<file path="config.mk">
export PLATFORM = sky130hd
export DESIGN_NAME = fft_twiddle_agu
export DESIGN_NICKNAME = d
export VERILOG_FILES = /design/src/rtl/fft_twiddle_agu.sv
export SDC_FILE = /design/constraint.sdc
export NUM_CORES = 1
export LEC_CHECK = 0
export CORE_AREA = 2 2 97 99
export CTS_BUF_LIST = sky130_fd_sc_hd__clkbuf_4 sky130_fd_sc_hd__clkbuf_8
export DETAILED_ROUTE_END_ITERATION = 7
export DIE_AREA = 0 0 99 101
export DONT_BUFFER_PORTS = 1
export PLACE_DENSITY = 0.65
export RECOVER_POWER = 25
export SETUP_SLACK_MARGIN = 0.02
export SYNTH_ARGS = -nofsm -noshare
export SYNTH_HDL_FRONTEND = slang
export SYNTH_SLANG_ARGS = --single-unit
</file>
<file path="constraint.sdc">
create_clock -name clk -period 5.6 [get_ports clk]
set_clock_uncertainty 0.1 [all_clocks]
set_input_delay 1.12 -clock clk [delete_from_list [all_inputs] [get_ports clk]]
set_output_delay 1.12 -clock clk [all_outputs]
set_load 0.03 [all_outputs]
</file>
<file path="src/rtl/fft_twiddle_agu.sv">
// Address/twiddle sequencer for the radix-2 in-place DIT FFT: walks every stage x butterfly and emits one descriptor per beat.
// Optional stage barrier (wait for stage_done_i between stages) is enabled by defining FFT_AGU_STAGE_BARRIER_EN.
module fft_twiddle_agu #(
    parameter int N     = 256,
    parameter int WIDTH = 16,
    localparam int LOG2N = $clog2(N),
    localparam int SW    = $clog2(LOG2N)
) (
    input  logic             clk,
    input  logic             rst,
    input  logic             start_i,
    input  logic             inv_i,
    output logic             busy_o,
    output logic             done_o,
    output logic [LOG2N-2:0] rom_addr_o,
    input  logic [WIDTH-1:0] rom_re_i,
    input  logic [WIDTH-1:0] rom_im_i,
    input  logic             stage_done_i,
    output logic             bf_valid_o,
    input  logic             bf_ready_i,
    output logic [LOG2N-1:0] bf_idx_a_o,
    output logic [LOG2N-1:0] bf_idx_b_o,
    output logic [WIDTH-1:0] bf_tw_re_o,
    output logic [WIDTH-1:0] bf_tw_im_o,
    output logic             bf_tw_unity_o,
    output logic [SW-1:0]    bf_stage_o,
    output logic             bf_last_stage_beat_o,
    output logic             bf_last_o
);

    typedef enum logic [1:0] {IDLE, RUN, WAIT_BAR, FLUSH} state_t;

    localparam logic [LOG2N-1:0] ONE    = LOG2N'(1);
    localparam logic [SW-1:0]    S_LAST = SW'(LOG2N - 1);
    localparam logic [LOG2N-2:0] J_LAST = '1;
    localparam logic [WIDTH-1:0] TW_MIN = {1'b1, {(WIDTH-1){1'b0}}};
    localparam logic [WIDTH-1:0] TW_MAX = {1'b0, {(WIDTH-1){1'b1}}};

    state_t            state;
    logic [SW-1:0]     s;
    logic [LOG2N-2:0]  j;
    logic              inv_q;

    logic [LOG2N-1:0]  j_ext, half_c, p_c, g_c, idx_a_c, idx_b_c;
    logic [SW:0]       s1_c;
    logic [LOG2N-2:0]  addr_c;
    logic [WIDTH-1:0]  tw_im_c;
    logic              inv_eff;
    logic              load_c;
    logic              xfer_c;

    always_comb begin
        j_ext   = {1'b0, j};
        s1_c    = {1'b0, s} + {{SW{1'b0}}, 1'b1};
        half_c  = ONE << s;
        p_c     = j_ext & (half_c - ONE);
        g_c     = j_ext >> s;
        idx_a_c = (g_c << s1_c) | p_c;
        idx_b_c = idx_a_c + half_c;
        addr_c  = p_c[LOG2N-2:0] << (S_LAST - s);
    end

    assign rom_addr_o = addr_c;

    // The beat loaded on start uses inv_i directly because inv_q is only latched on that same edge.
    always_comb begin
        inv_eff = (state == IDLE) ? inv_i : inv_q;
        tw_im_c = rom_im_i;
        if (inv_eff) begin
            if (rom_im_i == TW_MIN) tw_im_c = TW_MAX;
            else                    tw_im_c = -rom_im_i;
        end
    end

    // s and j are always zero in IDLE, so the start edge can load beat 0 straight away.
    assign xfer_c = bf_valid_o && bf_ready_i;
    assign load_c = ((state == RUN) && (!bf_valid_o || bf_ready_i)) ||
                    ((state == IDLE) && start_i);

`ifdef FFT_AGU_STAGE_BARRIER_EN
    logic bar_pend;
`else
    logic unused_stage_done;
    assign unused_stage_done = stage_done_i;
`endif

    always_ff @(posedge clk) begin
        if (rst) begin
            state                <= IDLE;
            s                    <= '0;
            j                    <= '0;
            inv_q                <= 1'b0;
            busy_o               <= 1'b0;
            done_o               <= 1'b0;
            bf_valid_o           <= 1'b0;
            bf_idx_a_o           <= '0;
            bf_idx_b_o           <= '0;
            bf_tw_re_o           <= '0;
            bf_tw_im_o           <= '0;
            bf_tw_unity_o        <= 1'b0;
            bf_stage_o           <= '0;
            bf_last_stage_beat_o <= 1'b0;
            bf_last_o            <= 1'b0;
`ifdef FFT_AGU_STAGE_BARRIER_EN
            bar_pend             <= 1'b0;
`endif
        end else begin
            done_o <= 1'b0;
            if (xfer_c) bf_valid_o <= 1'b0;

            if (load_c) begin
                bf_valid_o           <= 1'b1;
                bf_idx_a_o           <= idx_a_c;
                bf_idx_b_o           <= idx_b_c;
                bf_tw_re_o           <= rom_re_i;
                bf_tw_im_o           <= tw_im_c;
                bf_tw_unity_o        <= (addr_c == '0);
                bf_stage_o           <= s;
                bf_last_stage_beat_o <= (j == J_LAST);
                bf_last_o            <= (j == J_LAST) && (s == S_LAST);
                j                    <= j + 1'b1;
                if (j == J_LAST) s <= (s == S_LAST) ? '0 : s + 1'b1;
            end

            case (state)
                IDLE: begin
                    if (start_i) begin
                        inv_q  <= inv_i;
                        busy_o <= 1'b1;
                        state  <= RUN;
                    end
                end
                RUN: begin
                    if (load_c && (j == J_LAST)) begin
                        if (s == S_LAST) begin
                            state <= FLUSH;
                        end else begin
`ifdef FFT_AGU_STAGE_BARRIER_EN
                            state    <= WAIT_BAR;
                            bar_pend <= stage_done_i;
`endif
                        end
                    end
                end
`ifdef FFT_AGU_STAGE_BARRIER_EN
                WAIT_BAR: begin
                    if ((bar_pend || stage_done_i) && (!bf_valid_o || bf_ready_i)) begin
                        state    <= RUN;
                        bar_pend <= 1'b0;
                    end else if (stage_done_i) begin
                        bar_pend <= 1'b1;
                    end
                end
`endif
                FLUSH: begin
                    if (xfer_c) begin
                        done_o <= 1'b1;
                        busy_o <= 1'b0;
                        state  <= IDLE;
                    end
                end
                default: state <= IDLE;
            endcase
        end
    end

endmodule
</file>
==> impl_metrics.py, run 1 <==
metrics = {
    "sta": {
        "fmax_mhz": 226.8,
        "worst_pin_slew_ns": 2.444,
        "final_hold_viol_count": 0,
        "slew_headroom_pct": -62.97,
        "post-route-period-util_pct": 78.75,
        "tns_ns": 0,
        "finalSetupViolCount": 0,
        "rsz0062_at_grt": "no",
        "setup_slack_ns": 1.190,
        "layout_min_cycle_time_ns": 4.410,
        "slew_viol_final": 59,
    },
    "worst_hold_path": {
        "hp-class": "reg -> reg",
        "hold_end": "inv_q",
        "worstHoldStart": "inv_q",
        "hold_path_depth": 2,
    },
    "synthesis": {
        "ys_top_cells_by_count": "nand2_1, dfxtp_1, a21oi_1",
        "yosysUniqueCellTypes": 57,
        "synth.most_common_cell": "nand2_1",
        "ys_seq_area_share_pct": 34.77,
        "synth_flop_cell": "dfxtp_1",
        "synth_area_sq_um": 4030,
        "yosys.area.top_type": "dfxtp_1",
        "synth_warnings": 0,
        "syn_inst": 520,
        "synth_edf_count": 0,
        "synth-seq-cells": 70,
        "synth_top_area_share_pct": 34.77,
        "syn_area_per_cell_sq_um": 7.750,
        "synth_area_leaders": "dfxtp_1, a21oi_1, nand2_1",
        "synth-async-reset-ratio_pct": 0,
        "synth_nets": 574,
    },
    "grt": {
        "grt_pass1_wl_mm": 16.67,
        "grt_use_met1_pct": 25.20,
        "grt_usage_pct": 20.93,
        "grt_overflow_total": 0,
        "first_global_vias": 3419,
        "use_met3_pct": 7.282,
        "top_usage_layer": "met2",
        "antenna_found_initial": 0,
        "grt_max_degree": 59,
        "use_met2_pct": 34.41,
    },
    "worst_setup_path": {
        "cp_max_fo": 24,
        "worstPathRequired_ns": 5.74,
        "critPathLaunchType": "flop",
        "endpoint_kind": "flop",
        "rr_worst_depth": 13,
        "r2r_end": "bf_idx_b_o[7]",
        "path_class": "reg -> reg",
        "crit_slowest_cell": "dfxtp_1",
        "crit_chain": "inv_1, ha_1, inv_1, mux2i_1, o21ai_0, ha_1, nor2_1, nor2_1, a2111oi_0, buf_4, nor3_1, mux2_2, a311o_1",
        "critPathArrivalTime_ns": 4.55,
        "r2r-start": "s[0]",
        "regToRegSetupSlack_ns": 1.19,
        "slowest_delay_ns": 0.92,
    },
    "drt": {
        "drt-pass1-iter-count": 5,
        "drt_iter0_drc": 192,
        "drc": 0,
        "antenna_left": 0,
        "wl_per_cell_um": 17.14,
        "vias_per_cell": 5.884,
        "wirelength_mm": 10.63,
        "num_vias": 3648,
    },
    "clock_tree": {
        "cts_buffers": 9,
        "cts_tree": "yes",
        "root_buffer": "clkbuf_8",
        "post-cts-setup-buffers": 0,
        "cts_num_sinks": 70,
        "h-tree-depth": 3,
        "cts_hold_buf": 0,
        "clk_pin_slew_ns": 0.08,
        "clk_latency_ns": 0.35,
        "ctsLongestPathBuffers": 2,
        "cts_resized": 0,
    },
    "floorplanning": {
        "start_util_pct": 44.89,
        "die_h_um": 101,
        "core-area_sq_um": 8977,
        "die_w_um": 99,
        "die_area_sq_um": 9999,
        "io_pins": 102,
        "core.rowCount": 35,
    },
    "pwr": {
        "p_per_area_nw_per_um2": 284.5,
        "cell_internal_pwr_uw": 887.3,
        "seq_power_share_pct": 49.5,
        "p_sw_share_pct": 28.17,
        "irDropWorstVdd_mv": 0.1583,
        "power_frac_comb_pct": 9.0,
        "p_leak_uw": 0.001677,
        "clkPwrFrac_pct": 41.5,
        "p_sw_uw": 347.9,
    },
    "place": {
        "dp_hpwl_mm": 7.446,
        "dp_slack_ns": 1.213,
        "gp_congestion": 0.9244,
        "numPortBuffers": 0,
    },
    "final_layout": {
        "antenna_cells": 0,
        "fin_nets": 558,
        "syn_to_final_growth_pct": 7.730,
        "drive_gt1_share_pct": 7.859,
    },
    "outcome": {
        "outcome": "complete, but fails checks",
        "violations": "max-capacitance violations, max-slew violations",
    },
    "run": {
        "drv_cap": 1,
    },
}
## power by group through the flow
| stage | logic, uW | registers, uW | clock network [uW] |
|---|---|---|---|
| after global placement | 107 | 622 | 0 |
| final | 112 | 611 | 513 |
| after floorplan | 97.2 | 611 | 0 |
| after global routing | 126 | 615 | 544 |
| after CTS | 111 | 611 | 524 |
| after detailed placement | 111 | 623 | 0 |
## area by class of cell
class	instances	area (sq um)
clock buffer	11	145.1
clock inverter	5	106.4
fill	873	4636
inverter	15	56.30
multi-input combinational	399	2430
sequential	70	1401
tap	111	138.9
timing repair buffer	9	63.81
## worst max-delay path: cells and delay by family, from the launching register on
| family | cells | cell delay (ns) |
|---|---|---|
| buf+inv | 3 | 0.58 |
| fa+ha+maj | 2 | 0.90 |
| flops | 1 | 0.92 |
| simple gates | 3 | 0.20 |
| compound gates | 3 | 1.15 |
| mux | 2 | 0.44 |
## cells in the final DEF, fill, tap and decap left out, types with 3 or more instances in the layout
| cell | instances |
|---|---|
| nand2_1 | 82 |
| dfxtp_1 | 70 |
| a21oi_1 | 63 |
| nor2_1 | 45 |
| o21ai_0 | 35 |
| nand3_1 | 17 |
| inv_1 | 15 |
| ha_1 | 15 |
| xnor2_1 | 13 |
| nor2b_1 | 12 |
| xor2_1 | 12 |
| clkbuf_8 | 10 |
| mux2i_1 | 9 |
| mux2_2 | 8 |
| o31ai_1 | 8 |
| buf_4 | 8 |
| or3_1 | 7 |
| nor3_1 | 6 |
| a211oi_1 | 5 |
| a31oi_1 | 5 |
| o22ai_1 | 4 |
| and2_1 | 4 |
| o21bai_1 | 4 |
| nand2b_1 | 3 |
| o211ai_1 | 3 |
| or4_1 | 3 |
| bufinv_16 | 3 |
## metrics by stage
stage / hold slack (ns) / total power (uW) / std cells / utilization [%] / area (sq um)
floorplan: 0.3782 / 708.1 / 520 / - / 4030
global placement: 0.3946 / 728.8 / 604 / 45.60 / 4094
detailed placement: 0.4260 / 733.4 / 604 / 45.60 / 4094
CTS: 0.4458 / 1247 / 620 / 48.40 / 4345
global route: 0.4572 / 1286 / 620 / 48.36 / 4342
finish: 0.4459 / 1235 / 620 / 48.36 / 4342
## worst max path at each step
stage / slack (ns) / cells after the start / to / from
floorplan: 1.74 / 15 / bf_idx_b_o[7] / s[1]
global placement: 1.37 / 13 / bf_idx_b_o[7] / s[0]
detailed placement: 1.21 / 13 / bf_idx_b_o[7] / s[0]
CTS: 1.16 / 13 / bf_idx_b_o[7] / s[0]
global route: 0.79 / 14 / bf_idx_b_o[7] / s[0]
finish: 1.19 / 13 / bf_idx_b_o[7] / s[0]
## cell families after synthesis
| logic type | Yosys count | share of synthesized area (%) |
|---|---|---|
| buffers and inverters | 51 | 5.247 |
| multiplexers | 20 | 5.961 |
| adder cells (fa/ha/maj) | 16 | 5.154 |
| flip-flops | 70 | 34.77 |
| AO/OA/AOI/OAI | 151 | 22.70 |
| XOR/XNOR | 25 | 5.433 |
| AND/OR/NAND/NOR | 187 | 20.74 |
## flip-flops by register name, summed over array words and instances (netlist names), 2 cells and up
| name | count |
|---|---|
| bf_idx_a_o | 8 |
| bf_idx_b_o | 8 |
| bf_stage_o | 3 |
| bf_tw_im_o | 16 |
| bf_tw_re_o | 16 |
| j | 7 |
| s | 3 |
| state | 2 |
## layer usage
layer	share of wire (%)	up-vias
met4	1.6	0
li1	-	1794
met2	47	142
met5	0	-
met3	8.5	16
met1	43	1696
(Power assumes the default switching activity.)
==> run 2, diff against run 1 <==
Clock period 5.6 ns to 4.6 ns, I/O delays scaled along.
==> run 2 against run 1 <==
  * The run now ends clean
  * Setup slack worse by 0.76 ns
  * Final area is 1.2% lower
  * Maximum frequency is 5.6% higher
  * Critical path type unchanged
  * Largest power group unchanged
==> impl_metrics.py, run 2 (same netlist as run 1, synthesis figures left out) <==
metrics = {
    "worst_setup_path": {
        "r2r_end": "bf_idx_b_o[7]",
        "worstPathRequired_ns": 4.74,
        "endpoint_kind": "flop",
        "rr_worst_depth": 13,
        "path_class": "reg -> reg",
        "critPathLaunchType": "flop",
        "r2r-start": "s[0]",
        "regToRegSetupSlack_ns": 0.43,
        "crit_slowest_cell": "dfxtp_1",
        "slowest_delay_ns": 0.59,
        "critPathArrivalTime_ns": 4.31,
        "cp_max_fo": 11,
        "crit_chain": "mux2_2, a222oi_1, a21oi_1, mux2i_1, o21ai_0, ha_1, nor2_1, nor2_1, a2111oi_0, buf_4, nor3_1, mux2_2, a311o_1",
    },
    "final_layout": {
        "fillCellCount": 871,
        "fin_nets": 561,
        "final_common_cell": "nand2_1",
        "antenna_cells": 0,
        "regArea_sq_um": 1401,
        "largestRegisters": "bf_tw_im_o x16, bf_tw_re_o x16",
        "drive_gt1_share_pct": 8.594,
        "syn_to_final_growth_pct": 6.426,
        "final_cell_mix": "nand2_1, dfxtp_1, a21oi_1, nor2_1, o21ai_0",
        "multi_input_area_sq_um": 2430,
    },
    "floorplanning": {
        "core-area_sq_um": 8977,
        "die_w_um": 99,
        "die_area_sq_um": 9999,
        "core.rowCount": 35,
        "die_h_um": 101,
        "start_util_pct": 44.89,
        "io_pins": 102,
    },
    "pwr": {
        "irDropWorstVdd_mv": 0.1909,
        "p_per_area_nw_per_um2": 307.6,
        "power.total_uw": 1319,
        "p_leak_uw": 0.001663,
    },
    "clock_tree": {
        "root_buffer": "clkbuf_8",
        "cts_tree": "yes",
        "h-tree-depth": 3,
        "cts_resized": 0,
        "clk_latency_ns": 0.35,
        "post-cts-setup-buffers": 0,
        "clk_pin_slew_ns": 0.08,
        "ctsLongestPathBuffers": 2,
        "cts_hold_buf": 0,
        "cts_num_sinks": 70,
        "cts_buffers": 9,
    },
    "drt": {
        "wirelength_mm": 10.54,
        "num_vias": 3645,
        "drc": 0,
        "drt-pass1-iter-count": 4,
        "antenna_left": 0,
        "wl_per_cell_um": 16.92,
        "vias_per_cell": 5.851,
        "drt_iter0_drc": 222,
    },
    "grt": {
        "grt_overflow_total": 0,
        "antenna_found_initial": 0,
        "grt_max_degree": 50,
        "first_global_vias": 3450,
        "grt_usage_pct": 20.98,
        "grt_pass1_wl_mm": 16.93,
    },
    "worst_hold_path": {
        "worstHoldStart": "inv_q",
        "hold_path_depth": 2,
        "hold_end": "inv_q",
        "hp-class": "reg -> reg",
    },
    "sta": {
        "worst_pin_slew_ns": 1.268,
        "rsz0062_at_grt": "no",
        "fmax_mhz": 239.6,
        "finalSetupViolCount": 0,
        "tns_ns": 0,
        "final_hold_viol_count": 0,
        "slew_headroom_pct": 15.49,
        "layout_min_cycle_time_ns": 4.174,
        "post-route-period-util_pct": 90.74,
        "slew_viol_final": 0,
    },
    "outcome": {
        "outcome": "completed",
    },
    "place": {
        "gp_congestion": 0.9068,
        "dp_hpwl_mm": 7.589,
        "numPortBuffers": 0,
    },
    "run": {
        "drv_cap": 0,
    },
}
-- run 2: cell types whose count changed in the layout (fill, tap and decap cells not counted) --
cell / change
bufinv_16: -3
clkbuf_4: -1
clkinv_4: +1
clkbuf_1: -1
clkinv_2: +3
clkbuf_8: -1
buf_4: +4
inv_6: +1
-- run 2: report_power, final --
part / total (uW) / switching, uW / internal [uW]
registers: 743 / 99.5 / 644
clock network: 439 / 243 / 196
logic: 137 / 82.4 / 54.5
total: 1320 / 425 / 894
-- run 2: layout make-up --
| cell class | instances | area share [%] |
|---|---|---|
| Inverter | 15 | 1.313 |
| Sequential cell | 70 | 32.67 |
| Timing Repair Buffer | 12 | 2.100 |
| Clock buffer | 9 | 2.888 |
| Clock inverter | 7 | 1.138 |
| Multi-Input combinational cell | 399 | 56.65 |
| Tap cell | 111 | 3.238 |
-- run 2: worst max path at each step --
| stage | start | to | slack (ns) | cells after the start |
|---|---|---|---|---|
| after global routing | s[1] | bf_idx_b_o[7] | 0.11 | 13 |
| after detailed placement | s[0] | bf_idx_b_o[7] | 0.57 | 13 |
| after global placement | s[0] | bf_idx_b_o[7] | 0.59 | 13 |
| final | s[0] | bf_idx_b_o[7] | 0.43 | 13 |
| after CTS | s[0] | bf_idx_b_o[7] | 0.51 | 13 |
| after floorplan | s[1] | bf_idx_b_o[7] | 0.74 | 15 |
-- run 2: stage by stage --
stage	cells	setup slack, ns	hold slack [ns]	instance area [sq um]	utilization (%)
after floorplan	520	0.7445	0.3782	4030	-
after global placement	607	0.5902	0.3945	4116	45.85
after detailed placement	607	0.5720	0.4155	4116	45.85
after CTS	623	0.5089	0.4350	4289	47.78
after global routing	623	0.1114	0.4944	4289	47.78
final	623	0.4260	0.4286	4289	47.78
-- run 2: critical path: cells and delay by family, from the launching register on --
family | cells | cell delay, ns
AOI/OAI and AO/OA | 5 | 1.68
adders and majority gates | 1 | 0.37
buffers and inverters | 1 | 0.20
DFF | 1 | 0.59
muxes | 3 | 0.88
and+or+nand+nor | 3 | 0.22
-- run 2: routing by layer --
| layer | vias up | global-route usage, % | part of all wire, % |
|---|---|---|---|
| met1 | 1683 | 26.70 | 43 |
| met2 | 147 | 34.25 | 46 |
| met4 | 0 | 6.849 | 1.6 |
| li1 | 1799 | - | - |
| met3 | 16 | 6.172 | 9.2 |
| met5 | - | 0 | 0 |
==> run 3, diff against run 2 <==
Settings changed: PLACE_DENSITY 0.65 to 0.67.
Clock period 4.6 ns to 3.6 ns, I/O delays scaled along.
==> run 3 against run 2 <==
  * Global-route usage grew 1.5 points
  * Clock-buffer cell count rose by 2
  * Critical path depth up 2
  * Final area increased by 14%
  * Hold slack worse by 0.094 ns
  * Critical path type unchanged
  * Highest routed layer unchanged
==> impl_metrics.py, run 3 (same netlist as run 1, synthesis figures left out) <==
metrics = {
    "sta": {
        "worst_pin_slew_ns": 1.240,
        "slew_viol_final": 0,
        "holdWs_ns": 0.3345,
        "post-route-period-util_pct": 95.22,
        "fmax_mhz": 291.7,
        "layout_min_cycle_time_ns": 3.428,
        "slew_headroom_pct": 17.33,
        "finalSetupViolCount": 0,
        "rsz0062_at_grt": "no",
        "setup_slack_ns": 0.1722,
        "final_hold_viol_count": 0,
    },
    "worst_setup_path": {
        "critPathLaunchType": "flop",
        "path_buf_inv": 4,
        "worstPathRequired_ns": 3.74,
        "worst_path_most_repeated_cell": "buf_4",
        "slowest_delay_ns": 0.38,
        "crit_chain": "buf_4, ha_1, ha_4, buf_4, nand2_1, o22ai_2, nand2_1, ha_1, inv_1, nor2_1, a2111oi_2, buf_4, nor3_1, mux2_2, a311o_1",
        "critPathArrivalTime_ns": 3.57,
        "endpoint_kind": "flop",
        "crit_family": "compound AO/OA/AOI/OAI gates",
        "crit_slowest_cell": "dfxtp_4",
        "cp_max_fo": 7,
        "path_class": "reg -> reg",
    },
    "drt": {
        "antenna_left": 0,
        "drt_iter0_drc": 210,
        "wl_per_cell_um": 16.29,
        "drt-pass1-iter-count": 5,
        "num_vias": 3899,
        "drc": 0,
        "wirelength_mm": 11.19,
        "vias_per_cell": 5.675,
    },
    "place": {
        "gp_congestion": 0.9420,
        "numPortBuffers": 0,
        "dp_hpwl_mm": 8.214,
        "dp_slack_ns": -0.09431,
    },
    "floorplanning": {
        "core.rowCount": 35,
        "io_pins": 102,
        "die_h_um": 101,
        "start_util_pct": 44.89,
        "die_w_um": 99,
        "die_area_sq_um": 9999,
        "core-area_sq_um": 8977,
    },
    "run": {
        "drv_cap": 0,
    },
    "final_layout": {
        "largestRegisters": "bf_tw_im_o x16, bf_tw_re_o x16",
        "syn_to_final_growth_pct": 21.39,
        "final_common_cell": "nand2_1",
        "fillCellCount": 835,
        "antenna_cells": 0,
        "drive_gt1_share_pct": 21.18,
        "final_cell_mix": "nand2_1, buf_4, dfxtp_1, a21oi_1, nor2_1",
        "fin_nets": 625,
    },
    "clock_tree": {
        "cts_buffers": 9,
        "h-tree-depth": 3,
        "cts_tree": "yes",
        "root_buffer": "clkbuf_8",
        "clk_latency_ns": 0.35,
        "cts_hold_buf": 0,
        "cts_num_sinks": 70,
        "ctsLongestPathBuffers": 2,
        "clk_pin_slew_ns": 0.08,
    },
    "grt": {
        "grt_max_degree": 50,
        "grt_pass1_wl_mm": 18.05,
        "grt_overflow_total": 0,
        "antenna_found_initial": 0,
        "first_global_vias": 3659,
        "grt_usage_pct": 22.46,
    },
    "pwr": {
        "seq_power_share_pct": 52.0,
        "cell_internal_pwr_uw": 1265,
        "p_sw_uw": 546.4,
        "p_per_area_nw_per_um2": 370.3,
        "p_leak_uw": 0.002020,
        "irDropWorstVdd_mv": 0.2453,
        "p_sw_share_pct": 30.16,
        "clkPwrFrac_pct": 36.9,
        "power_frac_comb_pct": 11.1,
    },
    "worst_hold_path": {
        "hp-class": "in -> reg",
    },
    "outcome": {
        "outcome": "completed",
    },
}
-- run 3: changes by cell type in the layout (fill, tap and decap cells not counted), sizes merged --
cell / before / now
buf: 12 / 76
clkinv: 5 / 2
clkbuf: 9 / 11
bufinv: 0 / 1
-- run 3: area by class of cell --
| class | count | area (sq um) | area share [%] |
|---|---|---|---|
| clock buffers | 11 | 151.4 | 3.095 |
| clock inverters | 5 | 56.30 | 1.151 |
| inverters | 15 | 56.30 | 1.151 |
| multi-input cells | 399 | 2496 | 51.02 |
| flip-flops and latches | 70 | 1410 | 28.82 |
| well taps | 111 | 138.9 | 2.839 |
| repair buffers | 76 | 583.1 | 11.92 |
-- run 3: per-stage QoR --
step           cell area (sq um)  total power, uW  TNS [ns]  utilization, %  std cells
2_1_floorplan               4038             1101         0               -        520
4_1_cts                     4797             1823         0           53.44        683
3_5_place_dp                4578             1159  -0.09431           51.00        666
3_3_place_gp                4578             1151  -0.04873           51.00        666
5_1_grt                     4892             1896         0           54.49        687
6_report                    4892             1812         0           54.49        687
-- run 3: worst paths after layout --
path                                       to  slack (ns)  cells after the start  start
worst max-delay path            bf_idx_b_o[7]        0.17                     15   s[0]
worst min-delay path                     s[2]        0.33                      1    rst
worst max register to register  bf_idx_b_o[7]        0.17                     15   s[0]
worst min register to register          inv_q        0.45                      2  inv_q
-- run 3: layer usage --
layer	routed length (um)	vias up	share of wire [%]	GRT usage (%)
met3	793	20	7.1	5.964
li1	-	1933	-	-
met4	217	0	1.9	7.903
met5	0	-	0	0
met1	4983	1827	45	29.08
met2	5198	119	46	36.23
-- run 3: timing repair --
item	CTS	global route
pin swaps	1	5
buffers inserted	1	4
setup endpoints to repair	1	1
gates resized for setup	3	17
-- run 3: power groups by stage --
stage / Sequential [uW] / Clock [uW] / Combinational, uW
2_1_floorplan: 950 / 0 / 151
3_3_place_gp: 961 / 0 / 190
3_5_place_dp: 962 / 0 / 197
4_1_cts: 944 / 680 / 199
5_1_grt: 948 / 719 / 230
6_report: 942 / 668 / 202
-- run 3: worst register-to-register path: stages (launching register included) --
cell and delay, ns:
dfxtp_4 0.38, buf_4 0.17, ha_1 0.24, ha_4 0.30
buf_4 0.12, nand2_1 0.08, o22ai_2 0.23, nand2_1 0.10
ha_1 0.30, inv_1 0.08, nor2_1 0.06, a2111oi_2 0.35
buf_4 0.19, nor3_1 0.06, mux2_2 0.26, a311o_1 0.30
==> RTL edit 1, RTL diff (flow settings as in run 1) <==
Change the parameter `N` from 256 to 512.
--- a/src/rtl/fft_twiddle_agu.sv
+++ b/src/rtl/fft_twiddle_agu.sv
@@ -3,3 +3,3 @@
 module fft_twiddle_agu #(
-    parameter int N     = 256,
+    parameter int N     = 512,
     parameter int WIDTH = 16,
Interface: changed (resized bf_idx_a_o, bf_idx_b_o, bf_stage_o and rom_addr_o); port bits go from 102 to 106. The function was not compared with the original's and may differ.
==> RTL edit 1 against run 1 <==
The run still ends with max-capacitance violations, max-slew violations left. Global-route usage increased by 2.8 points. Non-clock buffer count increased by 3. Cell count up 13%. Power about the same. Setup slack worse by 510 ps. Combinational power grew 16%. Die area stayed put. Sequential share of layout area shrank 2.0 points. Area after synthesis rose by 17%. Wire length increased by 13%. Design area up 14%. Sequential cell count rose by 5. Critical path type is now flip-flop to output port. Largest cell class unchanged.
==> RTL edit 1: results (changes against run 1) <==
[global_route]
grt_pass1_wl_um=19300  ; +16%
grt_pass1_vias=3987  ; +17%
grt_max_degree=79  ; +34%
gr-usage-met1_pct=30.6  ; +5.4 points
use_met2_pct=38.8  ; +4.4 points
met3_usage_pct=5.69  ; -1.6 points

[routing]
drt_wl_total_um=12000  ; +13%
drtIter0Drc=226  ; +18%
ant_nets=0  ; unchanged
via_per_inst=6.08  ; +3.3%

[setup_path]
slowest_delay_ps=460  ; -460 ps
cp_max_fo=15  ; -38%
cpMaxStageDelayCell=a22oi_1
crit_arrival_ps=3700  ; -850 ps

[flow_run]
drv_cap=1  ; unchanged

[placed_design]
hpwl_um=8470  ; +14%
place_area_um2=4740  ; +16%
place_congestion=0.883  ; -4.4%
port-buffer-count=0  ; unchanged

[yosys]
netlist_instances=607  ; +17%
syn_nets=665  ; +16%
synth_area_leaders=dfxtp_1 (32%), nand2_1 (6.5%), nor2_1 (6.1%)
ys_seq_area_share_pct=31.9  ; -2.8 points
synth.distinct_cells=74  ; +30%

[pwr]
leakage_uw=0.00197  ; +18%
internal_power_uw=846  ; -4.7%
peakVddDrop_v=0.000134  ; -15%

[outcome]
violations=max-capacitance violations, max-slew violations
status=finished, violations left

[layout]
n_fill_cell=860  ; -1.5%
fin_nets=645  ; +16%
drive_above_1_share_pct=7.43  ; -0.43 points
reg_top3=bf_tw_im_o (16), bf_tw_re_o (16)

[timing]
slew_violations=63  ; +6.8%
max-slew-margin-rel_pct=-85.6  ; -23 points

[clock_tree]
path_clk_slew_ps=80  ; about the same

[RTL edit 1: cell families after synthesis]
logic type      share of synthesized area [%]
flops                                    31.9
xor+xnor                                 5.22
compound gates                           22.2
mux                                      4.42
simple gates                             25.1
buf+inv                                  5.70
fa+ha+maj                                5.48
[RTL edit 1: worst paths after layout]
path | end | slack (ps) | depth (start not counted)
setup / recovery | rom_addr_o[7] | 680 | 12
hold / removal | done_o$_SDFF_PP0_ | 400 | 2
setup reg to reg | bf_idx_b_o[8]$_SDFFE_PP0P_ | 1280 | 16
hold reg to reg | done_o$_SDFF_PP0_ | 400 | 2
[RTL edit 1: metal layers]
metal | routed length (µm) | share of wire (%)
met5 | 0 | 0
met4 | 226 | 1.9
met3 | 980 | 8.1
met2 | 5660 | 47
met1 | 5160 | 43
[RTL edit 1: power groups by stage]
stage	Clock, µW	Combinational, µW	Sequential (µW)
floorplan	0	115	659
global placement	0	125	670
detailed placement	0	129	670
CTS	461	129	658
global route	486	149	662
finish	449	130	656
[RTL edit 1: final cells by class]
type | count | area, µm² | share of cell area (%)
repair buffers | 12 | 86.3 | 1.74
well taps | 111 | 139 | 2.80
clock inverters | 6 | 73.8 | 1.49
inverters | 20 | 75.1 | 1.52
multi-input cells | 469 | 2940 | 59.3
flip-flops and latches | 75 | 1500 | 30.3
clock buffers | 10 | 138 | 2.78
[RTL edit 1: tightest hold or removal path, stage by stage (launching register included)]
cell,delay (ps)
dfxtp_1,350
inv_1,70
nor4_1,50
[RTL edit 1: per-stage QoR]
stage / hold slack [ps] / std cells
2_1_floorplan: 365 / 607
4_1_cts: 405 / 703
6_report: 404 / 703
3_3_place_gp: 382 / 687
5_1_grt: 427 / 703
3_5_place_dp: 393 / 687
==> RTL edit 2, RTL diff (settings of run 1) <==
Made on the original files. The 4 states of `state_t` get a one-hot encoding in 4 bits.
--- a/src/rtl/fft_twiddle_agu.sv
+++ b/src/rtl/fft_twiddle_agu.sv
@@ -30,3 +30,3 @@
 
-    typedef enum logic [1:0] {IDLE, RUN, WAIT_BAR, FLUSH} state_t;
+    typedef enum logic [3:0] {IDLE = 4'b0001, RUN = 4'b0010, WAIT_BAR = 4'b0100, FLUSH = 4'b1000} state_t;
 
Behaviour: same outputs for any inputs over 10 cycles, from zero or initial values and one cycle with rst high; not proved beyond that.
==> RTL edit 2 against run 1 <==
Wire length is 0.14% lower. Area after synthesis is 4.4% higher. Setup slack better by 110 ps. Sequential cell count is 1 higher. First-iteration DRC count is 25% higher. Power is 4.5% lower. Design area is 1.8% higher. Global-route usage is 0.60 points higher. Combinational power is 5% higher. Largest power group unchanged.
==> RTL edit 2: results (changes against run 1) <==
[routing]
route.met3.wl_um=896  ; -1.2%
dr_wl_met2_um=4970  ; +0.55%
topRoutingLayerUsed=met4
drtIter0Drc=240  ; +25%
drt-wirelength-per-cell_um=16.7  ; -2.7%
via_per_inst=5.89  ; about the same
drt_pass1_iterations=4  ; -1
wl_met1_um=4630  ; +0.63%

[yosys]
synth_area_leaders=dfxtp_1 (34%), nand2_1 (7.6%), a21oi_1 (7.5%)
syn_nets=600  ; +4.5%
synth_common_cells=nand2_1 (85), dfxtp_1 (71), a21oi_1 (63), nor2_1 (39), o21ai_0 (38)
ys_warn_count=0  ; unchanged
ys_seq_area_share_pct=33.8  ; -0.98 points
async_flop_share_pct=0  ; unchanged
synth.distinct_cells=65  ; +14%

[placed_design]
place_congestion=0.960  ; +3.8%
pre_cts_slack_ps=1700  ; +487 ps
port-buffer-count=0  ; unchanged
hpwl_um=7410  ; -0.51%

[setup_path]
crit_arrival_ps=3080  ; -1470 ps
cp_max_fo=37  ; +54%
slowest_delay_ps=520  ; -400 ps
cpLargestDelayFamily=simple AND/OR/NAND/NOR gates
cpMaxStageDelayCell=nor2_1

[clock_tree]
cts_max_level=3  ; unchanged
path_clk_slew_ps=90
cts_buffers=9  ; unchanged
postCtsSetupRepairBufs=0  ; unchanged
cts.repair.resized=0  ; unchanged
clk_path_buf_depth=2  ; unchanged
clk_latency_ps=350  ; about the same
cts_root_buffer=clkbuf_8

[global_route]
grt_usage_pct=21.5  ; +0.60 points
grt_pass1_vias=3528  ; +3.2%
met3_usage_pct=6.66  ; -0.62 points
grt_max_degree=56  ; -5.1%
use_met2_pct=33.7  ; -0.73 points
gr-usage-met1_pct=28.4  ; +3.2 points
grt_pass1_wl_um=17600  ; +5.4%
antenna_found_initial=0  ; unchanged

[layout]
drive_above_1_share_pct=7.24  ; -0.62 points
fin_nets=576  ; +3.2%
diodes=0  ; unchanged
reg_top3=bf_tw_im_o (16), bf_tw_re_o (16)
n_fill_cell=877  ; +0.46%

[timing]
max-slew-margin-rel_pct=24.5  ; +87 points
hold_viol_final=0  ; unchanged

[outcome]
status=complete, no violations

[pwr]
peakVddDrop_v=0.000178  ; +13%
leakage_uw=0.00167  ; -0.70%
internal_power_uw=808  ; -8.9%

[min_path]
worstHoldPathType=flip-flop to flip-flop

==> RTL edit 2: cell families (layout without fill, tap and decap cells) <==
kind of cell,Yosys count,after routing,share of synthesized area (%)
compound gates,157,157,23.4
xor+xnor,30,30,6.57
fa+ha+maj,18,18,5.53
buf+inv,63,44,6.40
flops,71,71,33.8
mux,8,8,1.99
simple gates,197,197,22.3
==> RTL edit 2: final timing paths <==
check | start | end | slack (ps) | depth (start not counted)
hold / removal | state[0]$_SDFFE_PP1P_ | state[3]$_SDFFE_PP0P_ | 390 | 1
hold reg to reg | state[0]$_SDFFE_PP1P_ | state[3]$_SDFFE_PP0P_ | 390 | 1
setup / recovery | s[0]$_SDFFE_PP0P_ | rom_addr_o[5] | 1300 | 9
setup reg to reg | s[0]$_SDFFE_PP0P_ | bf_idx_b_o[7]$_SDFFE_PP0P_ | 1680 | 13
==> RTL edit 2: cell type report <==
cell class / instances / area [µm²] / area share [%]
Clock buffer: 10 / 138 / 3.11
Tap cell: 111 / 139 / 3.14
Clock inverter: 6 / 72.6 / 1.64
Sequential cell: 71 / 1420 / 32.2
Multi-Input combinational cell: 410 / 2530 / 57.1
Timing Repair Buffer: 5 / 37.5 / 0.849
Inverter: 23 / 86.3 / 1.95
==> RTL edit 2: per-stage QoR <==
| stage | instances | area, µm² |
|---|---|---|
| final | 636 | 4420 |
| after global routing | 636 | 4420 |
| after CTS | 636 | 4420 |
| after detailed placement | 620 | 4210 |
| after global placement | 620 | 4210 |
| after floorplan | 544 | 4210 |
==> RTL edit 2: power by group through the flow <==
| stage | logic [µW] | registers, µW | clock network [µW] |
|---|---|---|---|
| global route | 136 | 629 | 468 |
| detailed placement | 119 | 636 | 0 |
| CTS | 119 | 625 | 445 |
| floorplan | 106 | 627 | 0 |
| global placement | 115 | 636 | 0 |
| finish | 118 | 624 | 438 |
